**config.mk**
```make
export PLATFORM = sky130hd
export DESIGN_NAME = mem_port_responder
export DESIGN_NICKNAME = d
export VERILOG_FILES = /design/src/rtl/mem_port_responder.sv
export SDC_FILE = /design/constraint.sdc
export NUM_CORES = 2
export LEC_CHECK = 0
export CAP_MARGIN = 20
export CORE_MARGIN = 4
export CORE_UTILIZATION = 45
export DETAILED_ROUTE_END_ITERATION = 10
export PLACE_DENSITY = 0.69
export SYNTH_ARGS = -nofsm -noshare
export SYNTH_HDL_FRONTEND = slang
export SYNTH_SLANG_ARGS = --single-unit
```
**constraint.sdc**
```tcl
create_clock -name clk -period 3.6 [get_ports clk]
set_clock_uncertainty 0.1 [all_clocks]
set_input_delay 0.72 -clock clk [delete_from_list [all_inputs] [get_ports clk]]
set_output_delay 0.72 -clock clk [all_outputs]
set_load 0.02 [all_outputs]
```
**src/rtl/mem_port_responder.sv**
```systemverilog
// mem_port_responder
//   Bridges the core's split imem/dmem word ports onto one burst-oriented
//   backing-memory port. Each request becomes a BURST_LEN x 64-bit line read.
//   Stores additionally merge their bytes into the fetched line and write
//   the whole line back. The selected 32-bit word returns with a one-cycle
//   resp pulse.
//
//   Build option: MEM_ARB_RR_EN
//     defined   -> round-robin between imem and dmem.
//     undefined -> fixed priority, dmem wins.
//
// Ports
//   clk, rst                      clock; synchronous active-high reset
//   imem_addr/rmask               instruction read request, held until resp
//   imem_rdata/resp               returned word and one-cycle completion pulse
//   dmem_addr/rmask/wmask/wdata   data request; wmask != 0 makes it a store
//   dmem_rdata/resp               returned word (the merged word for stores)
//                                 and one-cycle completion pulse
//   bmem_addr/read/write/wdata    line command and write beats, all registered
//   bmem_ready                    bmem accepts the command or beat this cycle
//   bmem_raddr/rdata/rvalid       returning read beats tagged with line address
module mem_port_responder #(
    parameter int BURST_LEN = 4,
    parameter int ADDR_W    = 32
) (
    input  logic              clk,
    input  logic              rst,
    input  logic [ADDR_W-1:0] imem_addr,
    input  logic [3:0]        imem_rmask,
    output logic [31:0]       imem_rdata,
    output logic              imem_resp,
    input  logic [ADDR_W-1:0] dmem_addr,
    input  logic [3:0]        dmem_rmask,
    input  logic [3:0]        dmem_wmask,
    input  logic [31:0]       dmem_wdata,
    output logic [31:0]       dmem_rdata,
    output logic              dmem_resp,
    output logic [ADDR_W-1:0] bmem_addr,
    output logic              bmem_read,
    output logic              bmem_write,
    output logic [63:0]       bmem_wdata,
    input  logic              bmem_ready,
    input  logic [ADDR_W-1:0] bmem_raddr,
    input  logic [63:0]       bmem_rdata,
    input  logic              bmem_rvalid
);
    localparam int CNT_W = $clog2(BURST_LEN);
    localparam int OFF_W = CNT_W + 3;  // byte-offset bits within one line

    typedef enum logic [2:0] {IDLE, RD_CMD, RD_BEATS, WR_BEATS, RESP} state_t;
    typedef enum logic {PORT_I = 1'b0, PORT_D = 1'b1} port_t;

    // The latched request. Only the in-line word offset is kept. The line
    // address lives in its own register.
    typedef struct packed {
        port_t            port;
        logic             wr;
        logic [OFF_W-3:0] off;   // {beat, half}
        logic [3:0]       wmask;
        logic [31:0]      wdata;
    } req_t;

    state_t                     state;
    req_t                       req;
    logic [ADDR_W-1:0]          line;
    logic [BURST_LEN-1:0][63:0] line_buf;
    logic [CNT_W-1:0]           cnt;   // fill slot in RD_BEATS, drain slot in WR_BEATS

    // Arbitration
    logic imem_req, dmem_req, pick_d;
    assign imem_req = |imem_rmask;
    assign dmem_req = (|dmem_rmask) | (|dmem_wmask);

`ifdef MEM_ARB_RR_EN
    port_t rr_ptr;  // port that wins a tie; flips away from whoever was just served
    assign pick_d = dmem_req & (~imem_req | (rr_ptr == PORT_D));
`else
    assign pick_d = dmem_req;
`endif

    logic [ADDR_W-1:0] win_addr;
    assign win_addr = pick_d ? dmem_addr : imem_addr;

    // The word-in-line offset comes from the line register and req.off.
    // Only the two byte-select bits are dropped here.
    logic unused_addr_lsbs;
    assign unused_addr_lsbs = ^{imem_addr[1:0], dmem_addr[1:0]};

    // Word select
    logic [CNT_W-1:0] sel_beat;
    logic             sel_half;
    assign sel_beat = req.off[OFF_W-3:1];
    assign sel_half = req.off[0];

    logic beat_ok;
    assign beat_ok = bmem_rvalid && (bmem_raddr == line);

    // fill_buf folds the incoming beat in during RD_BEATS. The last beat's
    // data is then visible to word select and merge in the same cycle it
    // arrives. Outside RD_BEATS it is simply the line buffer.
    logic [BURST_LEN-1:0][63:0] fill_buf, merged_buf;
    logic [31:0]                old_word, new_word;

    always_comb begin
        fill_buf = line_buf;
        if (state == RD_BEATS) fill_buf[cnt] = bmem_rdata;
    end

    assign old_word = sel_half ? fill_buf[sel_beat][63:32] : fill_buf[sel_beat][31:0];

    for (genvar i = 0; i < 4; i++) begin : g_byte
        assign new_word[8*i +: 8] = req.wmask[i] ? req.wdata[8*i +: 8] : old_word[8*i +: 8];
    end

    always_comb begin
        merged_buf = fill_buf;
        if (sel_half) merged_buf[sel_beat][63:32] = new_word;
        else          merged_buf[sel_beat][31:0]  = new_word;
    end

    always_ff @(posedge clk) begin
        if (rst) begin
            state      <= IDLE;
            req        <= '0;
            line       <= '0;
            line_buf   <= '0;
            cnt        <= '0;
            imem_resp  <= 1'b0;
            dmem_resp  <= 1'b0;
            imem_rdata <= '0;
            dmem_rdata <= '0;
            bmem_read  <= 1'b0;
            bmem_write <= 1'b0;
            bmem_addr  <= '0;
            bmem_wdata <= '0;
`ifdef MEM_ARB_RR_EN
            rr_ptr     <= PORT_I;
`endif
        end else begin
            case (state)
                IDLE: begin
                    if (imem_req || dmem_req) begin
                        req.port  <= pick_d ? PORT_D : PORT_I;
                        req.wr    <= pick_d & (|dmem_wmask);
                        req.off   <= win_addr[OFF_W-1:2];
                        req.wmask <= pick_d ? dmem_wmask : 4'b0;
                        req.wdata <= dmem_wdata;
                        line      <= {win_addr[ADDR_W-1:OFF_W], {OFF_W{1'b0}}};
                        bmem_addr <= {win_addr[ADDR_W-1:OFF_W], {OFF_W{1'b0}}};
                        bmem_read <= 1'b1;
                        cnt       <= '0;
                        state     <= RD_CMD;
                    end
                end
                RD_CMD: begin
                    if (bmem_ready) begin
                        bmem_read <= 1'b0;
                        state     <= RD_BEATS;
                    end
                end
                RD_BEATS: begin
                    if (beat_ok) begin
                        cnt <= cnt + CNT_W'(1);
                        if (cnt == CNT_W'(BURST_LEN - 1)) begin
                            cnt <= '0;
                            if (req.wr) begin
                                line_buf   <= merged_buf;
                                bmem_write <= 1'b1;
                                bmem_wdata <= merged_buf[0];
                                state      <= WR_BEATS;
                            end else begin
                                line_buf <= fill_buf;
                                state    <= RESP;
                                if (req.port == PORT_D) begin
                                    dmem_resp  <= 1'b1;
                                    dmem_rdata <= old_word;
                                end else begin
                                    imem_resp  <= 1'b1;
                                    imem_rdata <= old_word;
                                end
                            end
                        end else begin
                            line_buf <= fill_buf;
                        end
                    end
                end
                WR_BEATS: begin
                    if (bmem_ready) begin
                        if (cnt == CNT_W'(BURST_LEN - 1)) begin
                            cnt        <= '0;
                            bmem_write <= 1'b0;
                            state      <= RESP;
                            // Only dmem stores; line_buf already holds the merge.
                            dmem_resp  <= 1'b1;
                            dmem_rdata <= old_word;
                        end else begin
                            cnt        <= cnt + CNT_W'(1);
                            bmem_wdata <= line_buf[cnt + CNT_W'(1)];
                        end
                    end
                end
                RESP: begin
                    imem_resp <= 1'b0;
                    dmem_resp <= 1'b0;
`ifdef MEM_ARB_RR_EN
                    rr_ptr    <= (req.port == PORT_D) ? PORT_I : PORT_D;
`endif
                    state     <= IDLE;
                end
                default: state <= IDLE;
            endcase
        end
    end
endmodule

```
# Word-level counts from Yosys, hierarchy flattened
# Cells that the tools add are included.
# classes
n_reduce_logical	24
n_eq_ne	17
bitwise	4
n_addsub	1
mux	72
order_cmp	5
# ops
cell	count
two-way mux 256 bit	4
bitwise mux 256 bit	3
two-way mux 64 bit	9
demux 64 bit (select 2 bit)	3
two-way mux 32 bit	9
binary-select mux 64 bit (select 2 bit)	2
case mux 64 bit (2 select lines)	1
case mux 32 bit (2 select lines)	1
equality test 32 bit	1
two-way mux 8 bit	4
two-way mux 3 bit	7
!= test 2 bit, second input constant	10
two-way mux 1 bit	18
AND reduction 6 bit	3
AND reduction 7 bit	2
case mux 3 bit (4 select lines)	1
OR reduction 4 bit	3
AND reduction 5 bit	2
< comparator 2 x 3 -> 1 bit, second input constant	3
two-way mux 2 bit	4
equality test 3 x 2 -> 1 bit, second input constant	2
case mux 1 bit (2 select lines)	3
case mux 2 bit (3 select lines)	1
nonzero test 2 bit	3
18 further kinds	24
# word_totals
output_inout_bits	164
wordCells	142
inputBits	208
regBits	461

# Logic depth before layout (Yosys ltp)
# depth
depth_word	16
depth_mapped	15
mapped_depth_nobuf	8

# Worst setup path before layout
# OpenSTA, ideal clock, no wires.
# synth_path
kind	register -> register
from	reg cnt[0]
to	reg line_buf[89] (netlist bit)
required_time_ns	3.430
arrival_ns	3.698
path_buffers	4
period_less_slack_ns	3.868
setup_ns	0.070
path_stages_with_launch	13
setup_slack_ns	-0.268
cell_sequence	dfxtp_1 -> buf_1 -> buf_1 -> inv_1 -> ha_1 -> nor4bb_4 -> buf_6 -> mux2_2 -> a2111o_1 -> or4_1 -> clkbuf_1 -> a221o_1 -> a21oi_1
# synth_via
elab_chain_cells	14
elab_cells_between_ends	17
cone_classes	2 x order compare; 1 x eq/ne; 13 x mux; 1 x reduce/logical
# synth_lines
element	line_no	text
from (decl)	67	logic [CNT_W-1:0] cnt;
from (signal assigned)	163	cnt <= cnt + CNT_W'(1);
from (signal assigned)	197	cnt <= cnt + CNT_W'(1);
< comparator 2 x 3 -> 1 bit (implied by the code) / greater-or-equal comparator 2 x 1 -> 1 bit (equally long branches)	106	if (state == RD_BEATS) fill_buf[cnt] = bmem_rdata;
logical AND 1 bit (implied by the code)	106	
two-way mux 64 bit (implied by the code)	106	
demux 64 bit (select 2 bit)	106	
bitwise mux 256 bit	106	
two-way mux 256 bit	106	
binary-select mux 64 bit (select 2 bit)	109	assign old_word = sel_half ? fill_buf[sel_beat][63:32] : fill_buf[sel_beat][31:0];
two-way mux 64 bit (implied by the code)	109	
two-way mux 32 bit	109	
two-way mux 8 bit	112	assign new_word[8*i +: 8] = req.wmask[i] ? req.wdata[8*i +: 8] : old_word[8*i +: 8];
bitwise mux 256 bit	118	else merged_buf[sel_beat][31:0] = new_word;
two-way mux 256 bit	117	if (sel_half) merged_buf[sel_beat][63:32] = new_word;
two-way mux 256 bit	166	if (req.wr) begin
two-way mux 256 bit *	164	if (cnt == CNT_W'(BURST_LEN - 1)) begin
to (signal assigned)	167	line_buf <= merged_buf;
to (signal assigned)	172	line_buf <= fill_buf;
to (signal assigned)	183	line_buf <= fill_buf;
to (decl)	66	logic [BURST_LEN-1:0][63:0] line_buf;
# Every way passes the cells marked *; elsewhere a longest branch is shown, timed or not. The select of a mux whose other input is x is not followed.
# A chain may end at the register's enable or synchronous reset.

# Worst setup path after layout
# layout_path
from	reg req[38] (netlist bit)
to	reg line_buf[95] (netlist bit)
# layout_via
elab_chain_cells	8
elab_cells_between_ends	15
cone_classes	2 x order compare; 12 x mux; 1 x reduce/logical
# layout_lines
element	line_no	text
from (decl)	64	req_t req;
< comparator 2 x 3 -> 1 bit (implied by the code) (tied with other cells)	118	
logical AND 1 bit (implied by the code) / two-way mux 64 bit (equally long branches)	118, 109	
two-way mux 32 bit (on tied branches)	118, 109	
demux 64 bit (select 2 bit) / two-way mux 8 bit (equally long branches)	118, 112	
bitwise mux 256 bit	118	
two-way mux 256 bit *	117	
two-way mux 256 bit *	166	
two-way mux 256 bit *	164	
# Marks and branches as above.

==> qor.csv <==
stage,metric,value,unit
sta,unrepaired setup endpoints after global routing,false,
floorplan,total die area,0.07297,mm^2
sta,fmax,0.2811,GHz
floorplan,Die Ht,270.1,um
power_and_ir_drop,maximum ir drop on the vdd rail,357.4,uV
route,detailed-route via count,32124,
hold_path,Hold EP,bmem_wdata[35]$_SDFFE_PP0P_,
synth,main area contributors after synthesis,"dfxtp_1 (30%), mux2i_1 (14%), mux4_2 (5.2%)",
floorplan,Ports,372,
synth,synth unique cells,82,
place,dpl hpwl,87420,um
cts,CTS max path bufs,3,
hold_path,Hold Path Class,flop to flop,
setup_path,CP endpoint kind,flop,
synth,Yosys top cell area share,29.85,%
global_route,pin count of the biggest net entering global routing,148,
floorplan,die width,270.1,um
place,port bufs,362,
route,number of iterations in the first detailed-routing pass,7,
synth,#FFs+latches synth,461,
finish,filler instances,5971,
cts,CTS tree,done,
synth,Avg Inst Size Synth,8.490,um^2
synth,Syn Std Cell Area,0.03092,mm^2
cts,Root Driver,clkbuf_16,
finish,final core utilization,56.85,%
global_route,number of global-route vias before repair,30351,
cts,total CTS buffers,54,
sta,period utilization,98.81,%
sta,worst slew pin tran,1.154,ns
sta,"Hold Vio Cnt, Final",0,
finish,area growth from synthesis to layout,24.35,%
finish,layout cells sized above 1,14.52,%
finish,"most common cell after layout, fill and taps aside",dfxtp_1,
route,DRT iter0 DRCs,4055,
finish,cell area after layout,0.03845,mm^2
sta,hold slack,0.3546,ns
synth,Synthesis Warnings,0,
outcome,outcome,completed,
power_and_ir_drop,Design Power,14.78,mW
sta,Final setup viols,0,
setup_path,"Data required, critical path",4.05,ns
global_route,GRT overflow,0,
synth,post-synth top area cell,dfxtp_1,
cts,Sink Count,461,
hold_path,Hold Startpoint,bmem_wdata[35]$_SDFFE_PP0P_,
setup_path,Crit Path Max Fanout,47,
place,Placement Setup Slack,-0.04135,ns
setup_path,R2R Setup Slk,0.04,ns
synth,number of flops mapped to enable cells by yosys,0,
place,GP Congestion,0.9634,
route,# DRC,0,
flow_run,Max-cap violations,0,
cts,"Setup Fix Bufs, Post-CTS",0,
cts,"Clk Latency, worst-skew pair",0.63,ns
synth,Synth Flop Type,dfxtp_1,
global_route,initial antenna violation count,11,
route,Routed Antenna Nets,0,
setup_path,critical path launch point type,flop,
power_and_ir_drop,P per Cell Area,384.4,mW/mm^2
setup_path,worst r2r path cells,6,
finish,"commonest cells after routing, fill and taps aside","dfxtp_1 (457), mux2i_1 (435), nand2_1 (394)",
hold_path,hold path depth,2,
cts,Worst-path clk slew,0.06,ns
floorplan,FP Rows,95,
route,WL final,128200,um
synth,register area share after synthesis,29.85,%
power_and_ir_drop,Leak Pwr,13.45,nW
setup_path,r2r startpoint,req[38]$_SDFFE_PP0P_,
sta,Rel. slew slack,23.01,%
setup_path,crit path kind,flop to flop,
setup_path,worst path arrival time,4.00,ns
synth,post-synthesis async set-or-reset flop share,0,%
sta,min Tclk post-route,3.557,ns
cts,cts hold-fix bufs,0,
finish,Final Net Count,4118,
floorplan,area of the core,0.06763,mm^2
setup_path,worst r2r dst,line_buf[95]$_SDFFE_PP0P_,
global_route,GR Util All Layers,33.22,%
synth,synthesized netlist cell count,3642,
sta,fin. max-slew vios,0,
route,number of vias per cell,6.655,
floorplan,initial core utilization,45.72,%
cts,CTS HTree Levels,2,
place,dpl cell area,0.03657,mm^2
global_route,first-pass GRT wire length,191300,um
sta,"Worst Setup Slack, final",0.04282,ns
route,Routed wire per std cell,26.55,um
[registers in the layout (all words and copies together), names as in the netlist, 2 cells and up]
register	cells
bmem_wdata	64
cnt	2
dmem_rdata	32
imem_rdata	32
line	27
line_buf	256
req	41
state	3
[timing repair]
item | 4_1_cts | 5_1_grt
gates resized for setup | 0 | 2
hold endpoints to repair | 0 | 0
endpoints found under the setup margin | 0 | 9
[cell type report]
| type | count | area [um^2] | share of cell area, % |
|---|---|---|---|
| multi-input combinational | 2738 | 19920 | 51.81 |
| sequential | 461 | 9244 | 24.04 |
| timing repair buffer | 627 | 6231 | 16.21 |
| clock buffer | 73 | 1483 | 3.856 |
| tap | 873 | 1092 | 2.841 |
| clock inverter | 29 | 385.4 | 1.002 |
| inverter | 24 | 90.09 | 0.2343 |
| antenna | 2 | 5.005 | 0.01302 |
[worst max path at each step]
stage	startpoint	to	slack [ns]	cells past startpoint
after floorplan	cnt[0]$_SDFFE_PP0P_	line_buf[89]$_SDFFE_PP0P_	0.18	12
after global placement	bmem_raddr[24]	bmem_wdata[4]$_SDFFE_PP0P_	-0.06	9
after detailed placement	bmem_raddr[24]	bmem_wdata[5]$_SDFFE_PP0P_	-0.04	9
after CTS	cnt[0]$_SDFFE_PP0P_	line_buf[79]$_SDFFE_PP0P_	0.16	10
after global routing	req[38]$_SDFFE_PP0P_	line_buf[95]$_SDFFE_PP0P_	0.02	6
final	req[38]$_SDFFE_PP0P_	line_buf[95]$_SDFFE_PP0P_	0.04	6
[kinds of logic (layout without fill, tap and decap cells)]
| kind of cell | after synthesis | in the layout | share of synthesized area, % |
|---|---|---|---|
| compound gates | 907 | 907 | 21.54 |
| xor+xnor | 27 | 27 | 0.7648 |
| fa+ha+maj | 4 | 4 | 0.1619 |
| buf+inv | 447 | 753 | 6.215 |
| flops | 461 | 461 | 29.85 |
| mux | 584 | 584 | 22.13 |
| other cells | 1 | 7 | 0.01213 |
| simple gates | 1211 | 1211 | 19.33 |
[cells in the mapped netlist, types with 22 or more instances]
| library cell | instances |
|---|---|
| buf_1 | 25 |
| a221o_1 | 23 |
| clkbuf_1 | 295 |
| nor4bb_1 | 31 |
| mux2_2 | 77 |
| a21oi_1 | 194 |
| nor2_1 | 253 |
| nor4b_1 | 54 |
| nand3_1 | 87 |
| dfxtp_1 | 461 |
| nor4_1 | 39 |
| nor2b_1 | 23 |
| mux2i_1 | 435 |
| a211oi_1 | 203 |
| mux4_2 | 72 |
| inv_1 | 22 |
| a221oi_1 | 30 |
| a22o_1 | 39 |
| buf_4 | 31 |
| nand2b_1 | 41 |
| o21ai_0 | 86 |
| buf_2 | 59 |
| a311oi_1 | 80 |
| and2_1 | 41 |
| nand2_1 | 398 |
| nor3_1 | 153 |
| xor2_1 | 27 |
| o211ai_1 | 38 |
| and3_1 | 38 |
[layer usage]
layer  vias to the layer above  share of wire (%)  global-route usage (%)
met5                         -              0.069                       0
met4                        14                5.2                   14.19
met3                       449                 14                   11.41
met2                      2016                 42                   50.03
met1                     15336                 39                   43.38
li1                      14309                  -                       -
[worst max-delay path, stage by stage, from the launching register on]
cell	delay, ns
dfxtp_4	0.52
nand2b_1	0.33
nor2_2	0.91
nand2_2	0.64
buf_4	0.39
a221o_1	0.36
a21oi_1	0.15
[metrics by stage]
stage	TNS, ns	instances
floorplan	0	3646
global placement	-0.2550	4723
detailed placement	-0.1281	4723
CTS	0	4825
global route	0	4825
finish	0	4827
[report_power, final]
group / leakage (nW) / switching [mW] / total [mW] / internal, mW
clock network: 0.909 / 2.44 / 5.92 / 3.47
logic: 8.81 / 2.10 / 3.44 / 1.34
registers: 3.73 / 0.214 / 5.42 / 5.21
total: 13.5 / 4.76 / 14.8 / 10.0
(Power assumes the default switching activity.)
